File: src/rtl/button_conditioner_if.sv
// Push-button event bundle: raw pin in, debounced level and single-cycle events out.
interface button_conditioner_if;
  logic button;
  logic btn_level;
  logic btn_pulse;
  logic btn_long;
  logic btn_repeat;
  logic btn_release;

  modport master (
    input  button,
    output btn_level,
    output btn_pulse,
    output btn_long,
    output btn_repeat,
    output btn_release
  );

  modport slave (
    output button,
    input  btn_level,
    input  btn_pulse,
    input  btn_long,
    input  btn_repeat,
    input  btn_release
  );
endinterface

File: src/rtl/button_conditioner.sv
// Synchronises and debounces the board push-button, emitting press, long-press,
// auto-repeat and release pulses in the clk_g domain.
module button_conditioner #(
  parameter int unsigned DB_CYCLES     = 200000,
  parameter int unsigned LONG_CYCLES   = 20000000,
  parameter int unsigned REPEAT_CYCLES = 4000000,
  parameter int unsigned CNT_W         = 25
) (
  input  logic                 clk_g,
  input  logic                 rst,
  button_conditioner_if.master bus
);

  localparam logic [CNT_W-1:0] DB_MAX   = CNT_W'(DB_CYCLES);
  localparam logic [CNT_W-1:0] LONG_MAX = CNT_W'(LONG_CYCLES);
  localparam logic [CNT_W-1:0] REP_MAX  = CNT_W'(REPEAT_CYCLES);
  localparam logic [CNT_W-1:0] ONE      = CNT_W'(1);
  localparam logic [CNT_W-1:0] ZERO     = '0;

  typedef enum logic [2:0] {
    IDLE,
    PRESS_WAIT,
    PRESSED,
    HELD,
    RELEASE_WAIT
  } state_t;

  state_t           state, state_nxt;
  state_t           ret_state, ret_state_nxt;
  state_t           cnt_state;
  logic             sync_ff1, sync_in;
  logic [CNT_W-1:0] db_cnt, db_cnt_nxt;
  logic [CNT_W-1:0] hold_cnt, hold_cnt_nxt;
  logic             count_en;
  logic             level_nxt, pulse_nxt, long_nxt, repeat_nxt, release_nxt;

  // Two-flop synchroniser for the asynchronous pin
  always_ff @(posedge clk_g or posedge rst) begin
    if (rst) begin
      sync_ff1 <= 1'b0;
      sync_in  <= 1'b0;
    end else begin
      sync_ff1 <= bus.button;
      sync_in  <= sync_ff1;
    end
  end

  always_ff @(posedge clk_g or posedge rst) begin
    if (rst) begin
      state           <= IDLE;
      ret_state       <= PRESSED;
      db_cnt          <= ZERO;
      hold_cnt        <= ZERO;
      bus.btn_level   <= 1'b0;
      bus.btn_pulse   <= 1'b0;
      bus.btn_long    <= 1'b0;
      bus.btn_repeat  <= 1'b0;
      bus.btn_release <= 1'b0;
    end else begin
      state           <= state_nxt;
      ret_state       <= ret_state_nxt;
      db_cnt          <= db_cnt_nxt;
      hold_cnt        <= hold_cnt_nxt;
      bus.btn_level   <= level_nxt;
      bus.btn_pulse   <= pulse_nxt;
      bus.btn_long    <= long_nxt;
      bus.btn_repeat  <= repeat_nxt;
      bus.btn_release <= release_nxt;
    end
  end

  always_comb begin
    state_nxt     = state;
    ret_state_nxt = ret_state;
    db_cnt_nxt    = db_cnt;
    hold_cnt_nxt  = hold_cnt;
    level_nxt     = bus.btn_level;
    pulse_nxt     = 1'b0;
    long_nxt      = 1'b0;
    repeat_nxt    = 1'b0;
    release_nxt   = 1'b0;
    count_en      = 1'b0;
    cnt_state     = state;

    case (state)
      IDLE: begin
        if (sync_in) begin
          state_nxt  = PRESS_WAIT;
          db_cnt_nxt = ONE;
        end
      end
      PRESS_WAIT: begin
        if (!sync_in) begin
          state_nxt  = IDLE;
          db_cnt_nxt = ZERO;
        end else if (db_cnt == DB_MAX) begin
          state_nxt    = PRESSED;
          pulse_nxt    = 1'b1;
          level_nxt    = 1'b1;
          hold_cnt_nxt = ONE;
        end else begin
          db_cnt_nxt = db_cnt + ONE;
        end
      end
      PRESSED, HELD: begin
        if (!sync_in) begin
          state_nxt     = RELEASE_WAIT;
          ret_state_nxt = state;
          db_cnt_nxt    = ONE;
        end else begin
          count_en = 1'b1;
        end
      end
      RELEASE_WAIT: begin
        if (sync_in) begin
          // A bounce resumes the return state, and this high cycle counts toward hold_cnt
          state_nxt = ret_state;
          cnt_state = ret_state;
          count_en  = 1'b1;
        end else if (db_cnt == DB_MAX) begin
          state_nxt    = IDLE;
          release_nxt  = 1'b1;
          level_nxt    = 1'b0;
          hold_cnt_nxt = ZERO;
          db_cnt_nxt   = ZERO;
        end else begin
          db_cnt_nxt = db_cnt + ONE;
        end
      end
      default: begin
        state_nxt = IDLE;
      end
    endcase

    // Long-press / auto-repeat timing while the button reads high
    if (count_en) begin
      if (cnt_state == PRESSED && hold_cnt == LONG_MAX) begin
        state_nxt    = HELD;
        long_nxt     = 1'b1;
        hold_cnt_nxt = ONE;
      end else if (cnt_state == HELD && hold_cnt == REP_MAX) begin
        repeat_nxt   = 1'b1;
        hold_cnt_nxt = ONE;
      end else begin
        hold_cnt_nxt = hold_cnt + ONE;
      end
    end
  end

endmodule

File: src/flat_wrapper.sv
// flat-port wrapper written by rule: the top's interface ports become plain ports
module button_conditioner_flat 
#(
  parameter int unsigned DB_CYCLES     = 200000,
  parameter int unsigned LONG_CYCLES   = 20000000,
  parameter int unsigned REPEAT_CYCLES = 4000000,
  parameter int unsigned CNT_W         = 25
)
  (clk_g, rst, bus_button, bus_btn_level, bus_btn_pulse, bus_btn_long, bus_btn_repeat, bus_btn_release);
  button_conditioner_if bus_i ();
  input  logic clk_g;
  input  logic rst;
  input wire logic [$bits(bus_i.button)-1:0] bus_button;
  output wire logic [$bits(bus_i.btn_level)-1:0] bus_btn_level;
  output wire logic [$bits(bus_i.btn_pulse)-1:0] bus_btn_pulse;
  output wire logic [$bits(bus_i.btn_long)-1:0] bus_btn_long;
  output wire logic [$bits(bus_i.btn_repeat)-1:0] bus_btn_repeat;
  output wire logic [$bits(bus_i.btn_release)-1:0] bus_btn_release;
  assign bus_i.button = bus_button;
  assign bus_btn_level = bus_i.btn_level;
  assign bus_btn_pulse = bus_i.btn_pulse;
  assign bus_btn_long = bus_i.btn_long;
  assign bus_btn_repeat = bus_i.btn_repeat;
  assign bus_btn_release = bus_i.btn_release;
  button_conditioner #(.DB_CYCLES(DB_CYCLES), .LONG_CYCLES(LONG_CYCLES), .REPEAT_CYCLES(REPEAT_CYCLES), .CNT_W(CNT_W)) u_core (.clk_g(clk_g), .rst(rst), .bus(bus_i));
endmodule
File: config.mk
export PLATFORM = sky130hd
export DESIGN_NAME = button_conditioner_flat
export DESIGN_NICKNAME = d
export VERILOG_FILES = /design/src/rtl/button_conditioner_if.sv /design/src/rtl/button_conditioner.sv /design/src/flat_wrapper.sv
export SDC_FILE = /design/constraint.sdc
export NUM_CORES = 1
export LEC_CHECK = 0
export CAP_MARGIN = 20
export CORE_MARGIN = 2
export CORE_UTILIZATION = 55
export CTS_BUF_LIST = sky130_fd_sc_hd__clkbuf_4
export DETAILED_ROUTE_END_ITERATION = 8
export GPL_TIMING_DRIVEN = 1
export PLACE_DENSITY = 0.82
export SLEW_MARGIN = 20
export SYNTH_ARGS = -nofsm -noshare
export SYNTH_HDL_FRONTEND = slang
export SYNTH_SLANG_ARGS = --single-unit
File: constraint.sdc
create_clock -name clk_g -period 3.3 [get_ports clk_g]
set_clock_uncertainty 0.15 [all_clocks]
set_input_delay 0.33 -clock clk_g [delete_from_list [all_inputs] [get_ports clk_g]]
set_output_delay 0.33 -clock clk_g [all_outputs]
set_load 0.01 [all_outputs]
==> summary.md, run 1 <==
| Metric | Value |
|---|---|
| Vias in the first global route | `2944` |
| Syn-to-layout area delta | `7.732%` |
| Worst Hold Depth | `0` |
| CP bufs+invs | `0` |
| Hold_sp | `u_core.sync_ff1` |
| Synth Cell Area | `3592 um^2` |
| Hold crit path type | `register to register` |
| Layout Nets | `412` |
| Setup Crit Path Kind | `register to register` |
| Leading cell types in the layout, fill and taps excluded | `62 x dfrtp_1, 36 x nor2_1, 35 x nand2_1` |
| Clock power share | `37.2%` |
| Total number of vias | `3090` |
| Setup TNS | `0 ns` |
| RR Endpoint | `u_core.hold_cnt[21]` |
| R2R depth | `6` |
| # port buffers | `7` |
| Drt wl/cell | `16.56 um` |
| Initial antenna violation count | `0` |
| Crit path DAT | `3.16 ns` |
| Crit end category | `register` |
| Area contributors post-synth | `dfrtp_1 43%, xnor2_1 4.4%, nor2_1 3.8%` |
| Synth area leader | `dfrtp_1` |
| Fillers | `547` |
| CP Launch Type | `register` |
| Post-CTS setup buffer count | `0` |
| Dpl cell area | `3744 um^2` |
| Root Buffer | `clkbuf_4` |
| H-Tree Depth | `3` |
| Critical path's top delay family | `simple AND/OR/NAND/NOR gates` |
| Dpl hpwl | `5545 um` |
| CP max-delay cell | `or4b_1` |
| Post-CTS Hold Fix Bufs | `0` |
| Finished Cell Area | `3870 um^2` |
| Post-Synthesis Cells | `399` |
| Fraction of the yosys area taken by sequential cells | `43.92%` |
| Share of layout cells above drive strength 1 | `7.561%` |
| CP Max Fanout | `22` |
| Switching power | `336.1 uW` |
| Hold Path End | `u_core.sync_in` |
| Syn Nets | `406` |
| Die area | `7194 um^2` |
| Largest net degree at the start of global routing | `35` |
| RSZ-0062 raised after global routing | `false` |
| Max-slew violations | `0` |
| Pre-antenna DRT Iters | `5` |
| Syn_area_per_cell | `9.003 um^2` |
| Required @ worst endpoint | `3.45 ns` |
| CTS Sinks | `63` |
| Dominant synthesized flop cell | `dfrtp_1` |
| Hold Vio Cnt, Final | `0` |
| Crit-path cells | `or4b_1 -> a211o_1 -> a2111oi_4 -> nor2_2 -> and3_1 -> a211o_1` |
| Die height | `84.82 um` |
| Leakage | `0.001566 uW` |
| Met1 GRT Util | `32.21%` |
| Worst slew pin tran | `0.8713 ns` |
| Combinational share of power | `5.4%` |
| DRC | `0` |
| Drt total wl | `8064 um` |
| YS warnings | `0` |
| Die Wd | `84.82 um` |
| Critical path's largest stage delay | `0.57 ns` |
| Top achievable clock speed | `332.5 MHz` |
| Number of synthesized flops with an enable pin | `0` |
| Switching Fraction | `24.57%` |
| Outcome | `finished clean` |
| Clk_lat worst skew | `0.40 ns` |
| Synth top area share | `43.19%` |
| Flops & latches, synth | `63` |
| M3 GR Usage | `5.545%` |
| Io pins | `8` |
| Max VDD drop | `0.2929 mV` |
| Worst r2r src | `u_core.state[0]` |
| Total CTS buffers | `9` |
| Slew margin rel. | `41.85%` |
| PD cells | `353.4 nW/um^2` |
| Clock Path Buffers | `2` |
| Row count | `29` |
| Final setup viols | `0` |
| DR iter-0 viols | `208` |
| Minimum clock period | `3.008 ns` |
| Post-route ant nets | `0` |
| Gpl congestion | `0.9010` |
| Gr usage total | `23.88%` |
| CTS tree | `built` |
| Ys async rst share | `100.0%` |
| Commonest non-fill, non-tap cell in the layout | `dfrtp_1` |
| Reg clk slew, reported paths | `0.11 ns` |
| Distinct cells, synth | `57` |
| Seq pwr share | `57.4%` |
| Post-CTS sizing | `0` |
| Reg-to-reg slack, setup | `0.29 ns` |
| # diodes | `0` |
| Initial core utilization | `56.57%` |
| Global route overflow | `0` |
| Met2 Use GR | `38.73%` |
| Busiest grt layer | `met2` |
| First-pass GRT wire length | `13870 um` |
| CP most frequent cell | `a211o_1` |
| Core ar. | `6350 um^2` |
| Max-cap violations | `0` |
| Pint | `1032 uW` |
| Final period util | `91.14%` |
| Vias per Instance | `6.345` |
==> metal layers <==
metal,vias up,routed length [um]
met1,1490,3548
met3,16,451
met5,-,0
met4,0,116
li1,1482,-
met2,102,3948
==> flip-flops by register name (all words and copies together) (netlist names) <==
register	flops
u_core.bus.btn_level	1
u_core.bus.btn_long	1
u_core.bus.btn_pulse	1
u_core.bus.btn_release	1
u_core.bus.btn_repeat	1
u_core.db_cnt	25
u_core.hold_cnt	25
u_core.ret_state	3
u_core.state	3
u_core.sync_ff1	1
u_core.sync_in	1
==> how the worst max path moves through the flow <==
stage	slack, ns	cells past startpoint	to	from
after CTS	0.37	6	u_core.hold_cnt[21]	u_core.state[0]
after floorplan	0.89	7	u_core.hold_cnt[21]	u_core.state[0]
after detailed placement	0.37	6	u_core.hold_cnt[21]	u_core.state[0]
after global routing	0.20	6	u_core.hold_cnt[21]	u_core.state[0]
after global placement	0.46	6	u_core.hold_cnt[21]	u_core.state[0]
final	0.29	6	u_core.hold_cnt[21]	u_core.state[0]
==> cells in the mapped netlist, types with 7 or more instances <==
library cell,number
xnor2_1,18
dfrtp_1,62
nand3_1,22
nand4_1,19
inv_1,19
nand2b_1,7
and3_1,8
a211oi_1,13
nor2_1,36
and2_1,7
o21ai_0,20
clkbuf_1,12
a21oi_1,14
nor3_1,16
nand2_1,35
==> cell type report <==
type	instances	area (um^2)	share of cell area, %
multi-input cells	297	1856	47.95
flip-flops and latches	63	1578	40.77
repair buffers	15	142.6	3.686
well taps	77	96.34	2.489
clock buffers	10	75.07	1.940
inverters	19	71.32	1.843
clock inverters	6	51.30	1.326
==> power groups by stage <==
stage	sequential (uW)	clock (uW)	combinational [uW]
3_5_place_dp	800	0	74.4
4_1_cts	785	515	74.7
3_3_place_gp	799	0	72.6
2_1_floorplan	797	0	52.6
5_1_grt	787	551	83.4
6_report	785	508	73.9
==> through the flow <==
| stage | total power (uW) | hold slack [ns] | worst slack (ns) | util [%] | cells |
|---|---|---|---|---|---|
| finish | 1368 | 0.2073 | 0.2923 | 60.95 | 487 |
| global route | 1421 | 0.2026 | 0.1977 | 60.95 | 487 |
| CTS | 1375 | 0.2122 | 0.3720 | 60.95 | 487 |
| detailed placement | 874.8 | 0.1903 | 0.3738 | 58.96 | 471 |
| global placement | 872.0 | 0.1878 | 0.4643 | 58.96 | 471 |
| floorplan | 849.2 | 0.1812 | 0.8905 | - | 399 |
==> kinds of logic (layout without fill, tap and decap cells) <==
group / count (synthesis) / after routing / synth area share, %
AO/OA/AOI/OAI: 93 / 93 / 18.57
XOR/XNOR: 19 / 19 / 4.633
adder cells (fa/ha/maj): 4 / 4 / 1.393
buffers and inverters: 39 / 50 / 4.737
flip-flops: 63 / 63 / 43.92
AND/OR/NAND/NOR: 181 / 181 / 26.75
Note: power is estimated with default switching activity, not from simulation.
==> run 2: changes to the inputs <==
--- a/config.mk
+++ b/config.mk
@@ -5,13 +5,14 @@
 export SDC_FILE = /design/constraint.sdc
 export NUM_CORES = 1
 export LEC_CHECK = 0
+export ABC_AREA = 1
 export CAP_MARGIN = 20
 export CORE_MARGIN = 2
-export CORE_UTILIZATION = 55
+export CORE_UTILIZATION = 50
 export CTS_BUF_LIST = sky130_fd_sc_hd__clkbuf_4
 export DETAILED_ROUTE_END_ITERATION = 8
 export GPL_TIMING_DRIVEN = 1
-export PLACE_DENSITY = 0.82
+export PLACE_DENSITY = 0.76
 export SLEW_MARGIN = 20
 export SYNTH_ARGS = -nofsm -noshare
 export SYNTH_HDL_FRONTEND = slang
==> run 2 against run 1 <==
Compared with the run above: worst hold slack lost 0.094 ns; register-to-register slack gained 0.45 ns; critical path depth grew 3; largest power group unchanged; flip-flop and latch count is the same; die area grew 27%; sequential power grew 0.5%; sequential share of layout area shrank 5.6 points; non-clock buffer count shrank 6; cell count grew 43%; setup slack gained 0.45 ns.
==> summary.md, run 2 <==
| Metric | Value |
|---|---|
| Outcome | `finished clean (unchanged)` |
| Fraction of the yosys area taken by sequential cells | `37.70% (was 43.92%)` |
| Drt wl/cell | `13.72 um (was 16.56 um)` |
| Max VDD drop | `0.2000 mV (was 0.2929 mV)` |
| Total CTS buffers | `9 (unchanged)` |
| Compound-Gate Fraction of Synth Area | `7.085% (was 18.56%)` |
| Simple-Gate Fraction of Synth Area | `38.00% (was 26.75%)` |
| Flops & latches, synth | `63 (unchanged)` |
| Pint | `1124 uW (was 1032 uW)` |
| RSZ-0062 raised after global routing | `false (unchanged)` |
| Pre-CTS setup slack | `0.8026 ns (was 0.3738 ns)` |
| Post-Synthesis Cells | `575 (was 399)` |
| Share of layout cells above drive strength 1 | `10.68% (was 7.561%)` |
| Post-synthesis mux area share | `0% (unchanged)` |
| Initial antenna violation count | `0 (unchanged)` |
| Top achievable clock speed | `391.5 MHz (was 332.5 MHz)` |
| Final setup viols | `0 (unchanged)` |
| Switching power | `409.8 uW (was 336.1 uW)` |
| Leading cell types in the layout, fill and taps excluded | `161 x nand2_1, 72 x nor2_1, 62 x dfrtp_1 (was 62 x dfrtp_1, 36 x nor2_1, 35 x nand2_1)` |
| Tot Pwr | `1533 uW (was 1368 uW)` |
| DR iter-0 viols | `217 (was 208)` |
| Global route overflow | `0 (unchanged)` |
| Clk_lat worst skew | `0.43 ns (was 0.40 ns)` |
| CP Max Fanout | `14 (was 22)` |
| Combinational share of power | `6.7% (was 5.4%)` |
| Gr usage total | `23.29% (was 23.88%)` |
| # port buffers | `7 (unchanged)` |
| DRC | `0 (unchanged)` |
| CP Launch Type | `register (unchanged)` |
| Core ar. | `8175 um^2 (was 6350 um^2)` |
| Setup Crit Path Kind | `register to register (unchanged)` |
| Clock power share | `41.9% (was 37.2%)` |
| Layout Nets | `592 (was 412)` |
| Pre-antenna DRT Iters | `5 (unchanged)` |
| Syn Nets | `582 (was 406)` |
| Dpl cell area | `4322 um^2 (was 3744 um^2)` |
| Max-slew violations | `0 (unchanged)` |
| Drt total wl | `9537 um (was 8064 um)` |
| Post-Synth Adder-Cell Area | `1.196% (was 1.393%)` |
| CP max-delay cell | `o21ai_1 (was or4b_1)` |
| Number of synthesized flops with an enable pin | `0 (unchanged)` |
| Switching Fraction | `26.73% (was 24.57%)` |
| Setup WS post-layout | `0.7460 ns (was 0.2923 ns)` |
| Most frequent cell after synthesis | `nand2_1 (was dfrtp_1)` |
| Dpl hpwl | `7171 um (was 5545 um)` |
| Io pins | `8 (unchanged)` |
| Initial core utilization | `51.19% (was 56.57%)` |
| Combinational family with the most area after synthesis | `simple AND/OR/NAND/NOR gates (unchanged)` |
| Hold crit path type | `input port to async pin (was register to register)` |
| Final period util | `77.39% (was 91.14%)` |
| Total number of vias | `3802 (was 3090)` |
| Clock Path Buffers | `2 (unchanged)` |
| Gpl congestion | `0.9660 (was 0.9010)` |
| Largest net degree at the start of global routing | `40 (was 35)` |
| Minimum clock period | `2.554 ns (was 3.008 ns)` |
| Synth area leader | `dfrtp_1 (unchanged)` |
| Post-CTS setup buffer count | `0 (unchanged)` |
| Synth top area share | `37.07% (was 43.19%)` |
| Vias in the first global route | `3648 (was 2944)` |
| Required @ worst endpoint | `3.47 ns (was 3.45 ns)` |
| Reg clk slew, reported paths | `0.13 ns (was 0.11 ns)` |
| Die height | `95.49 um (was 84.82 um)` |
| Root Buffer | `clkbuf_4 (unchanged)` |
| Worst slew pin tran | `1.101 ns (was 0.8713 ns)` |
| H-Tree Depth | `3 (unchanged)` |
| Distinct cells, synth | `35 (was 57)` |
| Post-route ant nets | `0 (unchanged)` |
| Post-Synth XOR/XNOR Area | `7.743% (was 4.633%)` |
| CTS tree | `built (unchanged)` |
| Dominant synthesized flop cell | `dfrtp_1 (unchanged)` |
| Post-CTS Hold Fix Bufs | `0 (unchanged)` |
| PD cells | `341.4 nW/um^2 (was 353.4 nW/um^2)` |
| Slew margin rel. | `26.30% (was 41.85%)` |
| Commonest non-fill, non-tap cell in the layout | `nand2_1 (was dfrtp_1)` |
| Finished Cell Area | `4492 um^2 (was 3870 um^2)` |
| Area contributors post-synth | `dfrtp_1 37%, nand2_1 14%, nor2_1 6.5% (was dfrtp_1 43%, xnor2_1 4.4%, nor2_1 3.8%)` |
| Max-cap violations | `0 (unchanged)` |
| Synth Cell Area | `4185 um^2 (was 3592 um^2)` |
| Largest registers | `u_core.db_cnt (25), u_core.hold_cnt (25) (unchanged)` |
| Die Wd | `95.49 um (was 84.82 um)` |
| Crit path DAT | `2.72 ns (was 3.16 ns)` |
| # diodes | `0 (unchanged)` |
| Syn_area_per_cell | `7.279 um^2 (was 9.003 um^2)` |
| CTS Sinks | `63 (unchanged)` |
| Seq pwr share | `51.5% (was 57.4%)` |
| Post-synth top cells | `161 x nand2_1, 72 x nor2_1, 62 x dfrtp_1, 62 x inv_1, 45 x nand3_1 (was 62 x dfrtp_1, 36 x nor2_1, 35 x nand2_1)` |
| Hold Vio Cnt, Final | `0 (unchanged)` |
| Row count | `33 (was 29)` |
| Ys async rst share | `100.0% (unchanged)` |
| Vias per Instance | `5.471 (was 6.345)` |
| Die area | `9118 um^2 (was 7194 um^2)` |
| Crit-path cells | `inv_1 -> nand2_1 -> nor2_4 -> o21ai_1 -> inv_1 -> nand2_1 -> inv_2 -> nand3_1 -> nand2_1 (was or4b_1 -> a211o_1 -> a2111oi_4 -> nor2_2 -> and3_1 -> a211o_1)` |
| YS warnings | `0 (unchanged)` |
| Syn-to-layout area delta | `7.324% (was 7.732%)` |
| Critical path's largest stage delay | `0.67 ns (was 0.57 ns)` |
| Setup TNS | `0 ns (unchanged)` |
| Post-CTS sizing | `0 (unchanged)` |
| Crit end category | `register (unchanged)` |
| CP most frequent cell | `nand2_1 (was a211o_1)` |
| First-pass GRT wire length | `16680 um (was 13870 um)` |
| Leakage | `0.002049 uW (was 0.001566 uW)` |
-- run 2: layer usage --
layer	share of wire, %	track usage [%]
met2	47	37.73
met4	2.0	9.048
met3	5.1	4.427
met1	45	30.92
met5	0	0
-- run 2: cell families (layout without fill, tap and decap cells) --
logic type	count (synthesis)	after routing
compound gates	48	48
xor+xnor	37	37
fa+ha+maj	4	4
buf+inv	77	92
flops	63	63
simple gates	346	346
-- run 2: area by class of cell --
| cell class | count | area, um^2 |
|---|---|---|
| Fill cell | 787 | 3684 |
| Multi-Input combinational cell | 435 | 2261 |
| Sequential cell | 63 | 1578 |
| Inverter | 67 | 254.0 |
| Tap cell | 105 | 131.4 |
| Clock inverter | 7 | 102.6 |
| Timing Repair Buffer | 9 | 97.59 |
| Clock buffer | 9 | 67.56 |
-- run 2: critical path, delay by kind of cell, from the launching register on --
family          cells  cell delay, ns
buf+inv             3            0.64
simple gates        5            0.59
compound gates      1            0.67
flops               1            0.40
-- run 2: final timing paths --
kind                                      end             from  slack (ns)  cells after the start
max in group asynchronous  u_core.hold_cnt[6]              rst        2.30                      3
setup / recovery           u_core.hold_cnt[2]  u_core.state[1]        0.75                      9
hold / removal                u_core.state[0]              rst        0.11                      2
setup reg to reg           u_core.hold_cnt[2]  u_core.state[1]        0.75                      9
min in group clk_g            u_core.sync_ff1       bus_button        0.18                      1
hold reg to reg                u_core.sync_in  u_core.sync_ff1        0.22                      0
-- run 2: per-stage QoR --
step	util, %	std cells	hold slack [ns]
after detailed placement	52.86	679	0.1997
after floorplan	-	575	0.1812
after global placement	52.86	679	0.1815
final	54.94	695	0.1129
after global routing	54.94	695	0.1442
after CTS	54.94	695	0.1186
-- run 2: power groups by stage --
stage	clock network [uW]	logic [uW]	registers [uW]
2_1_floorplan	0	87.2	801
3_3_place_gp	0	100	803
3_5_place_dp	0	103	804
4_1_cts	652	103	790
5_1_grt	690	117	792
6_report	642	102	789
==> run 3: changes to the inputs <==
==> constraint.sdc (replaced) <==
create_clock -name clk_g -period 2.5 [get_ports clk_g]
set_clock_uncertainty 0.15 [all_clocks]
set_input_delay 0.25 -clock clk_g [delete_from_list [all_inputs] [get_ports clk_g]]
set_output_delay 0.25 -clock clk_g [all_outputs]
set_load 0.01 [all_outputs]
==> run 3 against run 2 <==
Compared with the run above: sequential power is 32% higher; global-route usage shrank 0.24 points; setup slack worse by 0.36 ns; power grew 31%; critical path type unchanged; largest cell class unchanged; largest power group unchanged.
==> summary.md, run 3 (synthesis gave the netlist of run 2 again) <==
| Metric | Value |
|---|---|
| R2R depth | `9 (unchanged)` |
| Gr usage total | `23.05% (was 23.29%)` |
| Initial antenna violation count | `0 (unchanged)` |
| Crit end category | `register (unchanged)` |
| Gpl congestion | `0.9805 (was 0.9660)` |
| Core ar. | `8175 um^2 (unchanged)` |
| DRC | `0 (unchanged)` |
| PD cells | `447.5 nW/um^2 (was 341.4 nW/um^2)` |
| Drt total wl | `9424 um (was 9537 um)` |
| Post-CTS setup buffer count | `0 (unchanged)` |
| Final setup viols | `0 (unchanged)` |
| Required @ worst endpoint | `2.65 ns (was 3.47 ns)` |
| Share of layout cells above drive strength 1 | `10.98% (was 10.68%)` |
| Slew margin rel. | `71.69% (was 26.30%)` |
| Top achievable clock speed | `472.3 MHz (was 391.5 MHz)` |
| Area of the multi-input gates | `2261 um^2 (unchanged)` |
| # port buffers | `7 (unchanged)` |
| Clk_lat worst skew | `0.43 ns (about the same)` |
| FF+latch area | `1578 um^2 (unchanged)` |
| Post-CTS Hold Fix Bufs | `0 (unchanged)` |
| Hold crit path type | `input port to async pin (unchanged)` |
| Post-route ant nets | `0 (unchanged)` |
| Syn-to-layout area delta | `7.653% (was 7.324%)` |
| Commonest non-fill, non-tap cell in the layout | `nand2_1 (unchanged)` |
| Max-cap violations | `0 (unchanged)` |
| CP Launch Type | `register (unchanged)` |
| Setup TNS | `0 ns (unchanged)` |
| Outcome | `finished clean (unchanged)` |
| Hold WS | `0.03324 ns (was 0.1129 ns)` |
| Worst slew pin tran | `0.4218 ns (was 1.101 ns)` |
| Die Wd | `95.49 um (unchanged)` |
| Fin util | `55.11% (was 54.94%)` |
| Vias in the first global route | `3580 (was 3648)` |
| Die height | `95.49 um (unchanged)` |
| Die area | `9118 um^2 (unchanged)` |
| Max-slew violations | `0 (unchanged)` |
| Minimum clock period | `2.117 ns (was 2.554 ns)` |
| DR iter-0 viols | `236 (was 217)` |
| Global route overflow | `0 (unchanged)` |
| Dpl cell area | `4337 um^2 (was 4322 um^2)` |
| Setup Crit Path Kind | `register to register (unchanged)` |
| Leading cell types in the layout, fill and taps excluded | `161 x nand2_1, 72 x nor2_1, 62 x dfrtp_1 (unchanged)` |
| Vias per Instance | `5.340 (was 5.471)` |
| CTS tree | `built (unchanged)` |
| Post-CTS sizing | `0 (unchanged)` |
| Finished Cell Area | `4506 um^2 (was 4492 um^2)` |
| Worst r2r src | `u_core.sync_in (was u_core.state[1])` |
| Largest registers | `u_core.db_cnt (25), u_core.hold_cnt (25) (unchanged)` |
| # diodes | `0 (unchanged)` |
| RSZ-0062 raised after global routing | `false (unchanged)` |
| Pre-antenna DRT Iters | `5 (unchanged)` |
| Total number of vias | `3722 (was 3802)` |
| Root Buffer | `clkbuf_4 (unchanged)` |
| Io pins | `8 (unchanged)` |
| CTS Sinks | `63 (unchanged)` |
| Layout Nets | `594 (was 592)` |
| First-pass GRT wire length | `16500 um (was 16680 um)` |
| Final period util | `84.69% (was 77.39%)` |
| Leakage | `0.002059 uW (was 0.002049 uW)` |
| Dpl hpwl | `6873 um (was 7171 um)` |
| Max VDD drop | `0.3309 mV (was 0.2000 mV)` |
| Clock Path Buffers | `2 (unchanged)` |
| Hold Vio Cnt, Final | `0 (unchanged)` |
| Row count | `33 (unchanged)` |
| Largest net degree at the start of global routing | `64 (was 40)` |
| Reg clk slew, reported paths | `0.14 ns (was 0.13 ns)` |
| Fillers | `776 (was 787)` |
| Total CTS buffers | `9 (unchanged)` |
| CP Max Fanout | `13 (was 14)` |
| Crit path DAT | `2.27 ns (was 2.72 ns)` |
| Initial core utilization | `51.19% (unchanged)` |
| Critical Path Start | `u_core.sync_in (was u_core.state[1])` |
| H-Tree Depth | `3 (unchanged)` |
| Drt wl/cell | `13.52 um (was 13.72 um)` |
run 3: cell types whose count changed in the layout (fill, tap and decap cells not counted):
| cell | previous run | this run |
|---|---|---|
| inv_6 | 3 | 1 |
| clkbuf_4 | 9 | 10 |
| clkinv_4 | 1 | 2 |
| buf_4 | 1 | 3 |
run 3: worst paths after layout:
| path | end | slack, ns |
|---|---|---|
| worst max-delay path | u_core.hold_cnt[11] | 0.38 |
| worst min-delay path | u_core.db_cnt[16] | 0.03 |
| worst max register to register | u_core.hold_cnt[11] | 0.38 |
| worst min register to register | u_core.sync_in | 0.22 |
| max in group asynchronous | u_core.ret_state[1] | 1.82 |
| min in group clk_g | u_core.sync_ff1 | 0.12 |
run 3: worst max-delay path, stage by stage, from the launching register on:
cell and delay [ns]:
dfrtp_1 0.59, inv_1 0.21, nor2_4 0.17, inv_2 0.07, nand2_1 0.06, nand4_1 0.14
nand2_2 0.26, inv_2 0.18, nand2_1 0.12, nand2_1 0.06
run 3: area by class of cell:
type	instances	share of cell area (%)
timing repair buffer	11	2.499
clock buffer	10	1.666
tap	105	2.916
clock inverter	6	2.083
inverter	67	5.637
sequential	63	35.02
multi-input combinational	435	50.18
run 3: where the power goes:
| part | total [uW] | leakage [uW] | switching, uW | internal, uW |
|---|---|---|---|---|
| logic | 131 | 0.00110 | 94.0 | 37.2 |
| registers | 1040 | 0.000867 | 14.1 | 1030 |
| clock network | 842 | 0.0000872 | 418 | 424 |
run 3: metal layers:
metal	up-vias	GRT usage (%)	share of wire, %
met2	136	37.09	46
met5	-	0	0
li1	1874	-	-
met1	1686	30.78	46
met4	0	10.24	2.7
met3	26	3.557	5.1
run 3: stage by stage:
step	setup slack, ns	power (uW)	std cells
after detailed placement	0.4342	1195	681
after floorplan	0.5319	1173	575
after CTS	0.4027	2032	697
after global placement	0.4861	1192	681
after global routing	0.1721	2086	697
final	0.3828	2016	697
